==> src/rtl/uart_tx.sv <==
// 8N1 UART transmitter: one byte per frame, LSB first, with a two-cycle
// done pulse whose second cycle already reports ready to the feeder.
module uart_tx #(
    parameter int CLKS_PER_BIT = 87
) (
    input  logic       i_Clock,
    input  logic       rst,
    input  logic [7:0] data_Byte,
    input  logic       r_ready,
    input  logic       i_Tx_DV,
    output logic       o_Tx_Active,
    output logic       o_Tx_Serial,
    output logic       o_Tx_Done,
    output logic       o_Tx_ready
);

    localparam int CNT_W = (CLKS_PER_BIT > 2) ? $clog2(CLKS_PER_BIT) : 1;
    localparam logic [CNT_W-1:0] CNT_LAST = CNT_W'(CLKS_PER_BIT - 1);

    typedef enum logic [2:0] {
        IDLE,
        START,
        DATA,
        STOP,
        DONE1,
        DONE2
    } state_t;

    state_t           state, state_n;
    logic [CNT_W-1:0] clk_cnt, clk_cnt_n;
    logic [2:0]       bit_idx, bit_idx_n;
    logic [7:0]       tx_byte, tx_byte_n;
    logic             bit_end;
    logic             serial_n, active_n, done_n, ready_n;

    // Next-state logic; outputs are decoded from the next state so that the
    // registered outputs line up exactly with the state they describe.
    always_comb begin
        state_n   = state;
        clk_cnt_n = clk_cnt;
        bit_idx_n = bit_idx;
        tx_byte_n = tx_byte;
        bit_end   = (clk_cnt == CNT_LAST);

        case (state)
            IDLE: begin
                if (i_Tx_DV && r_ready) begin
                    tx_byte_n = data_Byte;
                    bit_idx_n = 3'd0;
                    clk_cnt_n = '0;
                    state_n   = START;
                end
            end
            START: begin
                if (bit_end) begin
                    clk_cnt_n = '0;
                    state_n   = DATA;
                end else begin
                    clk_cnt_n = clk_cnt + 1'b1;
                end
            end
            DATA: begin
                if (bit_end) begin
                    clk_cnt_n = '0;
                    if (bit_idx == 3'd7) begin
                        state_n = STOP;
                    end else begin
                        bit_idx_n = bit_idx + 3'd1;
                    end
                end else begin
                    clk_cnt_n = clk_cnt + 1'b1;
                end
            end
            STOP: begin
                if (bit_end) begin
                    clk_cnt_n = '0;
                    state_n   = DONE1;
                end else begin
                    clk_cnt_n = clk_cnt + 1'b1;
                end
            end
            DONE1:   state_n = DONE2;
            DONE2:   state_n = IDLE;
            default: state_n = IDLE;
        endcase

        serial_n = 1'b1;
        active_n = 1'b0;
        done_n   = 1'b0;
        ready_n  = 1'b0;
        case (state_n)
            IDLE:  ready_n = 1'b1;
            START: begin
                serial_n = 1'b0;
                active_n = 1'b1;
            end
            DATA: begin
                serial_n = tx_byte_n[bit_idx_n];
                active_n = 1'b1;
            end
            STOP:  active_n = 1'b1;
            DONE1: done_n = 1'b1;
            DONE2: begin
                done_n  = 1'b1;
                ready_n = 1'b1;
            end
            default: ready_n = 1'b1;
        endcase
    end

    // State, counters, latched byte and registered outputs.
    always_ff @(posedge i_Clock) begin
        if (rst) begin
            state       <= IDLE;
            clk_cnt     <= '0;
            bit_idx     <= 3'd0;
            tx_byte     <= 8'd0;
            o_Tx_Serial <= 1'b1;
            o_Tx_Active <= 1'b0;
            o_Tx_Done   <= 1'b0;
            o_Tx_ready  <= 1'b1;
        end else begin
            state       <= state_n;
            clk_cnt     <= clk_cnt_n;
            bit_idx     <= bit_idx_n;
            tx_byte     <= tx_byte_n;
            o_Tx_Serial <= serial_n;
            o_Tx_Active <= active_n;
            o_Tx_Done   <= done_n;
            o_Tx_ready  <= ready_n;
        end
    end

endmodule

==> config.mk <==
export PLATFORM = sky130hd
export DESIGN_NAME = uart_tx
export DESIGN_NICKNAME = d
export VERILOG_FILES = /design/src/rtl/uart_tx.sv
export SDC_FILE = /design/constraint.sdc
export NUM_CORES = 1
export LEC_CHECK = 0
export CAP_MARGIN = 20
export CORE_MARGIN = 3
export CORE_UTILIZATION = 53
export CTS_CLUSTER_DIAMETER = 100
export CTS_CLUSTER_SIZE = 8
export DETAILED_ROUTE_END_ITERATION = 8
export GPL_TIMING_DRIVEN = 0
export PLACE_DENSITY = 0.77
export SLEW_MARGIN = 20
export SYNTH_ARGS = -nofsm -noshare
export SYNTH_HDL_FRONTEND = slang
export SYNTH_SLANG_ARGS = --single-unit
==> constraint.sdc <==
create_clock -name i_Clock -period 3.3 [get_ports i_Clock]
set_input_delay 0.99 -clock i_Clock [delete_from_list [all_inputs] [get_ports i_Clock]]
set_output_delay 0.99 -clock i_Clock [all_outputs]
set_load 0.005 [all_outputs]
Word-level counts from Yosys, hierarchy flattened
Index checks and enable logic that the tools add are counted.
W data, S select, Z words.
{"block": "totals", "ff_bits": 25, "latchBits": 0, "ramBits": 0, "romBits": 0, "in_bits": 12, "out_inout_bits": 4, "wordCells": 52, "memories": 0}
{"block": "classes", "add_sub_neg": 2, "mul": 0, "div_mod_pow": 0, "order_cmp": 1, "n_eq_ne": 12, "n_shift": 0, "n_mux": 21, "n_bitwise": 0, "reduce_logical": 8}
{"cell": "$mux W3", "count": 8}
{"cell": "$mux W8", "count": 2}
{"cell": "$pmux W3 S5", "count": 1}
{"cell": "$mux W7", "count": 2}
{"cell": "$pmux W7 S2", "count": 1}
{"cell": "$eq A3 B2 Y1 const B", "count": 4}
{"cell": "$eq A3 B3 Y1 const B", "count": 4}
{"cell": "$add A7 B1 Y7 const B", "count": 1}
{"cell": "$eq A7 B7 Y1 const B", "count": 1}
{"cell": "$eq A3 B1 Y1 const B", "count": 2}
{"cell": "$pmux W3 S2", "count": 1}
{"cell": "$reduce_or A3 Y1", "count": 2}
{"cell": "$lt A3 B4 Y1 const B", "count": 1}
{"cell": "$mux W1", "count": 4}
{"cell": "$reduce_or A4 Y1", "count": 1}
{"cell": "$add A3 B1 Y3 const B", "count": 1}
{"cell": "$bmux W1 S3", "count": 1}
{"cell": "$logic_not A3 Y1", "count": 1}
{"cell": "$ne A2 B2 Y1 const B", "count": 1}
{"cell": "$pmux W1 S2", "count": 1}
{"cell": "$reduce_and A2 Y1", "count": 1}
{"cell": "$reduce_bool A2 Y1", "count": 1}
{"cell": "$reduce_or A2 Y1", "count": 1}
{"cell": "$logic_and A1 B1 Y1", "count": 1}

Longest topological paths before layout
Gate-level depths: netlist (run 1).
{"block": "depth", "depth_word": 7, "depth_mapped": 9, "mapped_depth_nobuf": 8}

Worst setup path after synthesis (run 1)
Ideal clock, no wire load.
{"block": "synth_timing", "kind": "input to register", "start": "input port i_Tx_DV", "end": "register o_Tx_Serial", "setup_time_ns": 0.084, "arrival_ns": 2.575, "required_time_ns": 3.216, "path_slack_ns": 0.641, "cell_stages": 6, "path_buffers": 0, "cell_sequence": "nand2_1 nor4_4 mux2i_1 mux4_2 nor2b_4 o31ai_2"}
{"block": "synth_between", "elab_chain_cells": 6}
{"item": "start, declared", "line_no": "10", "rtl": "input logic i_Tx_DV,"}
{"item": "$logic_and A1 B1 Y1 *", "line_no": "47", "rtl": "if (i_Tx_DV && r_ready) begin"}
{"item": "$mux W3 / $mux W8 (equally long branches)", "line_no": "47"}
{"item": "$pmux W3 S2 / $mux W8 (equally long branches)", "line_no": "45", "rtl": "case (state)"}
{"item": "$bmux W1 S3", "line_no": "98", "rtl": "serial_n = tx_byte_n[bit_idx_n];"}
{"item": "$mux W1 (implied by the code)", "line_no": "98"}
{"item": "$pmux W1 S2 *", "line_no": "91", "rtl": "case (state_n)"}
{"item": "end signal, assigned", "line_no": "127", "rtl": "o_Tx_Serial <= serial_n;"}
{"item": "end, declared", "line_no": "12", "rtl": "output logic o_Tx_Serial,"}
Mark *: on every way between the ends. The rest lies on a longest branch, timed or not. The select of a mux whose other input is x is not followed.
A chain may end at the register's enable or synchronous reset.

Final worst setup path (run 1)
Ends and elaborated chain as after synthesis.

==> flow_summary.toml, run 1 <==
[sta]
fin_crit_sh_pct = 92.6
relSlewSlack_pct = 52.6
whs_ns = 0.503
setup_viol = 0
period_minus_slack_ns = 3.05
rsz0062_at_grt = "no"
slew_violations = 0
worst_slew_pin_slew_ns = 0.706
setup_tns_ns = 0
hold_viol_final = 0
fmax_mhz = 327
skew_ns = 0.0101

[route]
routed_via_density = 5.54
routed_wl_mm = 2.29
vias = 987
drt_iter0_markers = 23
antenna_left = 0
wl_per_cell_um = 12.9
drc = 0
drt_first_pass_iters = 4

[setup_path]
cp.required_ns = 3.56
critPathLaunchType = "input pin"
arrival_ns = 3.31
cp-end-kind = "flip-flop"
reg2regPathDepth = 8
path_class = "in -> reg"
r2r_slack_ns = 0.92
path_max_fanout = 8

[clocking]
cts-resized-gates = 0
cts-root-buf = "clkbuf_4"
clock_sinks = 25
clockBufferDepth = 2
clkLatencyLatePin_ns = 0.33
cts_tree = "built"
post_cts_buffers = 0
hold_buffers = 0
path_clk_slew_ns = 0.14
h-tree-depth = 1
numCtsBuffers = 3

[hold_path]
hold_depth = 2
min_path_type = "reg -> reg"

[die]
die_h_um = 53.9
die_area_um2 = 2900
rows = 16
die_w_um = 53.9
coreArea_um2 = 2060
ioPinCount = 16
initial_utilization_pct = 58.9

[power_and_ir_drop]
powerDensity_nw_per_um2 = 364
p_total_w = 0.000521
p_leak_nw = 0.527
ir_drop_mv = 0.325

[logic_synthesis]
yosys_warnings = 0
synth_edf_count = 0
synth_nets = 147
avgSynthCellArea_um2 = 9.20
syn_area_um2 = 1210
yosys.cell_types.count = 37
syn_inst = 132
synth_seq_cells = 25
ys_top_cells_by_area = "dfxtp_1, nor2_1, mux2i_1"
synth_top_flop_cell = "dfxtp_1"
synth_top_area_cell = "dfxtp_1"
ys_seq_area_share_pct = 41.2
async_reset_ff_share_pct = 0
yosys.area.top_type_share_pct = 41.2

[finish]
layout-drive-gt1-share_pct = 9.27
area_growth_pct = 17.6
diodes = 0
fin_util_pct = 69.3
final_nets = 167

[global_route]
antenna_found_initial = 0
met3_usage_pct = 3.05
globalRoute.busiestLayer = "met2"
use_met1_pct = 23.9
grt_first_pass_wirelength_mm = 3.97
grt_overflow_total = 0
grt_pass1_vias = 935
grt_start_max_net_pins = 16
use_met2_pct = 31.0
track_usage_pct = 19.2

[place]
port_buffers = 15
place.gp.congestion = 0.855
dpl.hpwl_mm = 1.74

[outcome]
outcome = "finished, final reports clean"

[run]
maxCapViolCount = 0
[report_power, final]
group          switching [W]  internal [W]
logic              0.0000320     0.0000344
registers         0.00000453      0.000311
clock network      0.0000921     0.0000464
total               0.000129      0.000392
[layout by cell type, fill, tap and decap left out, types with 3 or more instances in the layout]
| cell | netlist | final |
|---|---|---|
| nor2_1 | 26 | 26 |
| clkbuf_1 | 5 | 5 |
| ha_1 | 3 | 3 |
| mux2i_1 | 9 | 9 |
| clkbuf_4 | 0 | 3 |
| dfxtp_1 | 25 | 25 |
| o21ai_0 | 4 | 4 |
| nand2b_1 | 3 | 3 |
| a21oi_1 | 9 | 9 |
| nand2_1 | 6 | 6 |
| inv_1 | 4 | 4 |
| clkdlybuf4s50_1 | 0 | 15 |
| mux2_2 | 3 | 3 |
[flip-flops by register name, indices dropped and copies added (netlist names)]
name	count
state	3
clk_cnt	7
o_Tx_Done	1
o_Tx_ready	1
o_Tx_Active	1
tx_byte	8
o_Tx_Serial	1
bit_idx	3
[kinds of logic (layout without fill, tap and decap cells)]
| family | after synthesis | after routing | synth area share, % |
|---|---|---|---|
| adder cells (fa/ha/maj) | 3 | 3 | 3.09 |
| multiplexers | 14 | 14 | 13.0 |
| AND/OR/NAND/NOR | 54 | 54 | 24.3 |
| AO/OA/AOI/OAI | 25 | 25 | 14.0 |
| buffers and inverters | 10 | 29 | 3.71 |
| flip-flops | 25 | 25 | 41.2 |
| XOR/XNOR | 1 | 1 | 0.721 |
[layout make-up]
class,count,area (µm²)
timing repair buffer,15,150
inverter,4,15.0
clock inverter,1,7.51
multi-input combinational,97,669
fill,162,633
buffer,6,30.0
sequential,25,500
tap,27,33.8
clock buffer,3,22.5
[synthesized netlist by cell type, drive strengths merged (3+ instances only)]
cell type	number
a21oi	9
clkbuf	5
dfxtp	25
ha	3
inv	4
mux2	4
mux2i	9
nand2	6
nand2b	3
nor2	26
nor2b	3
nor3b	3
o21ai	4
[worst max-delay path, stage by stage]
cell and delay, ns:
clkdlybuf4s50_1 0.46, nand2_1 0.19, nor4_4 0.58, mux2i_1 0.19
mux2_1 0.34, a311o_1 0.38, o31ai_2 0.18
[worst paths after layout]
path | endpoint | start
worst max-delay path | o_Tx_Serial | i_Tx_DV
worst min-delay path | tx_byte[1] | tx_byte[1]
worst max register to register | o_Tx_Serial | clk_cnt[0]
worst min register to register | tx_byte[1] | tx_byte[1]
[through the flow]
stage	instances	cell area, µm²	setup WS [ns]
after detailed placement	174	1400	-0.119
after global routing	178	1430	0.108
after floorplan	132	1210	0.641
after global placement	174	1400	-0.0521
final	178	1430	0.245
after CTS	178	1430	0.226
[layer usage]
| metal | vias up | routed length [µm] |
|---|---|---|
| met4 | 0 | 51 |
| met2 | 16 | 1050 |
| met1 | 453 | 1090 |
| met3 | 4 | 98 |
| li1 | 514 | - |
| met5 | - | 0 |
Power figures use the tool's default switching activity.
==> run 2, diff against run 1 <==
--- a/config.mk
+++ b/config.mk
@@ -7,12 +7,12 @@
 export LEC_CHECK = 0
 export CAP_MARGIN = 20
 export CORE_MARGIN = 3
-export CORE_UTILIZATION = 53
+export CORE_UTILIZATION = 48
 export CTS_CLUSTER_DIAMETER = 100
 export CTS_CLUSTER_SIZE = 8
 export DETAILED_ROUTE_END_ITERATION = 8
 export GPL_TIMING_DRIVEN = 0
-export PLACE_DENSITY = 0.77
+export PLACE_DENSITY = 0.74
 export SLEW_MARGIN = 20
 export SYNTH_ARGS = -nofsm -noshare
 export SYNTH_HDL_FRONTEND = slang
==> constraint.sdc (replaced) <==
create_clock -name i_Clock -period 2.5 [get_ports i_Clock]
set_input_delay 0.75 -clock i_Clock [delete_from_list [all_inputs] [get_ports i_Clock]]
set_output_delay 0.75 -clock i_Clock [all_outputs]
set_load 0.005 [all_outputs]
==> run 2 against run 1 <==
Wire length grew 4.8%. Register-to-register slack lost 0.69 ns. Core utilization shrank 4.3 points. Non-clock buffer count grew 6. Combinational power grew 52%. Clock power grew 31%. Sequential share of layout area shrank 1.5 points. Critical path type is now reg -> reg. Highest routed layer unchanged.
==> flow_summary.toml, run 2 (same netlist as run 1, synthesis figures left out) <==
[finish]
layout-drive-gt1-share_pct = 14.0
area_growth_pct = 22.9
diodes = 0
regMostFlops = "tx_byte"
top_regs = "tx_byte: 8 flops, clk_cnt: 7 flops"
design_area_um2 = 1490
layout_common_cells = "nor2_1, dfxtp_1, clkdlybuf4s50_1"
fill_cells = 207
final_nets = 173
largest_reg_flops = 8
layout_commonest_cell = "nor2_1"

[route]
routed_via_density = 5.50
wl_per_cell_um = 13.0
antenna_left = 0
routed_wl_mm = 2.40
drc = 0
vias = 1018
drt_iter0_markers = 32
drt_first_pass_iters = 6

[run]
maxCapViolCount = 0

[place]
place.gp.congestion = 0.807
dpl-instance-area_um2 = 1400
port_buffers = 15
dpl.hpwl_mm = 1.76

[outcome]
outcome = "finished, final reports clean"

[clocking]
path_clk_slew_ns = 0.14
cts-root-buf = "clkbuf_4"
cts_tree = "built"
clkLatencyLatePin_ns = 0.32
clockBufferDepth = 2
h-tree-depth = 1
clock_sinks = 25
numCtsBuffers = 3

[setup_path]
reg2regPathDepth = 8
cp_slowest_cell = "dfxtp_1"
crit_chain = "inv_1 -> ha_1 -> nand4b_1 -> nand4bb_1 -> mux2i_1 -> mux2_1 -> a311o_1 -> o31ai_2"
r2r-start = "clk_cnt[0]"
path_class = "reg -> reg"
path_max_fanout = 5
max_stage_delay_ns = 0.41
critPathLaunchType = "flip-flop"
r2r_slack_ns = 0.23
cp.required_ns = 2.74
rr_endpoint = "o_Tx_Serial"
arrival_ns = 2.52
cp_num_buf_inv = 1
cp_top_family = "multiplexers"
cp-end-kind = "flip-flop"

[power_and_ir_drop]
p_total_w = 0.000700
ir_drop_mv = 0.412
p_seq_share_pct = 59.6
p_clk_share_pct = 26.0
p_leak_nw = 0.567
p_int_w = 0.000526
p_sw_w = 0.000174
comb_power_share_pct = 14.4
powerDensity_nw_per_um2 = 469
swShare_pct = 24.8

[hold_path]
min_path_type = "reg -> reg"
min_to = "tx_byte[7]"
hold_depth = 2
hp-start = "tx_byte[7]"

[sta]
fmax_mhz = 440
rsz0062_at_grt = "no"
period_minus_slack_ns = 2.27
slew_violations = 0
fin_crit_sh_pct = 91.0
hold_viol_final = 0
setup_viol = 0
worst_slew_pin_slew_ns = 0.539
skew_ns = 0.00228
relSlewSlack_pct = 64.1

[global_route]
antenna_found_initial = 0
track_usage_pct = 16.4
grt_pass1_vias = 976
grt_first_pass_wirelength_mm = 4.24
grt_start_max_net_pins = 15
grt_overflow_total = 0

[die]
initial_utilization_pct = 52.9
rows = 17
die_area_um2 = 3170
ioPinCount = 16
die_h_um = 56.3
coreArea_um2 = 2300
die_w_um = 56.3
run 2: metrics by stage:
step | TNS (ns) | cells | hold slack (ns) | utilization, % | worst slack (ns)
after floorplan | 0 | 132 | 0.447 | - | 0.0809
after global placement | -0.643 | 175 | 0.465 | 60.9 | -0.643
after detailed placement | -0.696 | 175 | 0.484 | 60.9 | -0.667
after CTS | 0 | 185 | 0.510 | 65.0 | 0.219
after global routing | 0 | 185 | 0.540 | 65.0 | 0.0514
final | 0 | 185 | 0.507 | 65.0 | 0.226
run 2: repair_timing:
action | in CTS | in global routing
buffers inserted | 6 | 0
hold buffers | 0 | 0
endpoints found under the setup margin | 1 | 0
gates resized for setup | 5 | 0
run 2: how the worst max path moves through the flow:
stage                           from           to  cells past startpoint
after floorplan              i_Tx_DV  o_Tx_Serial                      6
after global placement       i_Tx_DV  o_Tx_Serial                      7
after detailed placement     r_ready  o_Tx_Serial                      7
after CTS                 clk_cnt[0]  o_Tx_Serial                      8
after global routing      clk_cnt[0]  o_Tx_Serial                      8
final                     clk_cnt[0]  o_Tx_Serial                      8
run 2: layout make-up:
type	instances	area, µm²	share of cell area [%]
plain buffers	6	30.0	2.01
flip-flops and latches	25	500	33.5
clock buffers	3	22.5	1.51
clock inverters	1	5.00	0.335
repair buffers	21	209	14.0
well taps	28	35.0	2.35
inverters	4	15.0	1.01
multi-input cells	97	676	45.3
run 2: worst register-to-register path, stage by stage (launching register included):
cell and delay (ns):
dfxtp_1 0.41, inv_1 0.06, ha_1 0.20, nand4b_1 0.11, nand4bb_1 0.19, mux2i_1 0.30
mux2_1 0.35, a311o_1 0.32, o31ai_2 0.25
run 2: power by group through the flow:
stage,Clock [W],Sequential (W),Combinational (W)
after floorplan,0,0.000425,0.0000516
after global placement,0,0.000426,0.0000863
after detailed placement,0,0.000426,0.0000885
after CTS,0.000185,0.000417,0.000101
after global routing,0.000201,0.000419,0.000111
final,0.000182,0.000417,0.000101
run 2: routing by layer:
metal | GRT usage, % | vias up | share of wire (%)
met5 | 0 | - | 0
met4 | 6.78 | 0 | 1.7
met3 | 2.07 | 5 | 2.5
met2 | 25.0 | 15 | 45
met1 | 23.2 | 476 | 51
li1 | - | 522 | -
==> run 3, diff against run 2 <==
--- a/config.mk
+++ b/config.mk
@@ -11,6 +11,7 @@
 export CTS_CLUSTER_DIAMETER = 100
 export CTS_CLUSTER_SIZE = 8
 export DETAILED_ROUTE_END_ITERATION = 8
+export GPL_ROUTABILITY_DRIVEN = 0
 export GPL_TIMING_DRIVEN = 0
 export PLACE_DENSITY = 0.74
 export SLEW_MARGIN = 20
==> results of run 3 <==
Same layout as run 2: the final DEF is identical, and so are final timing and power.
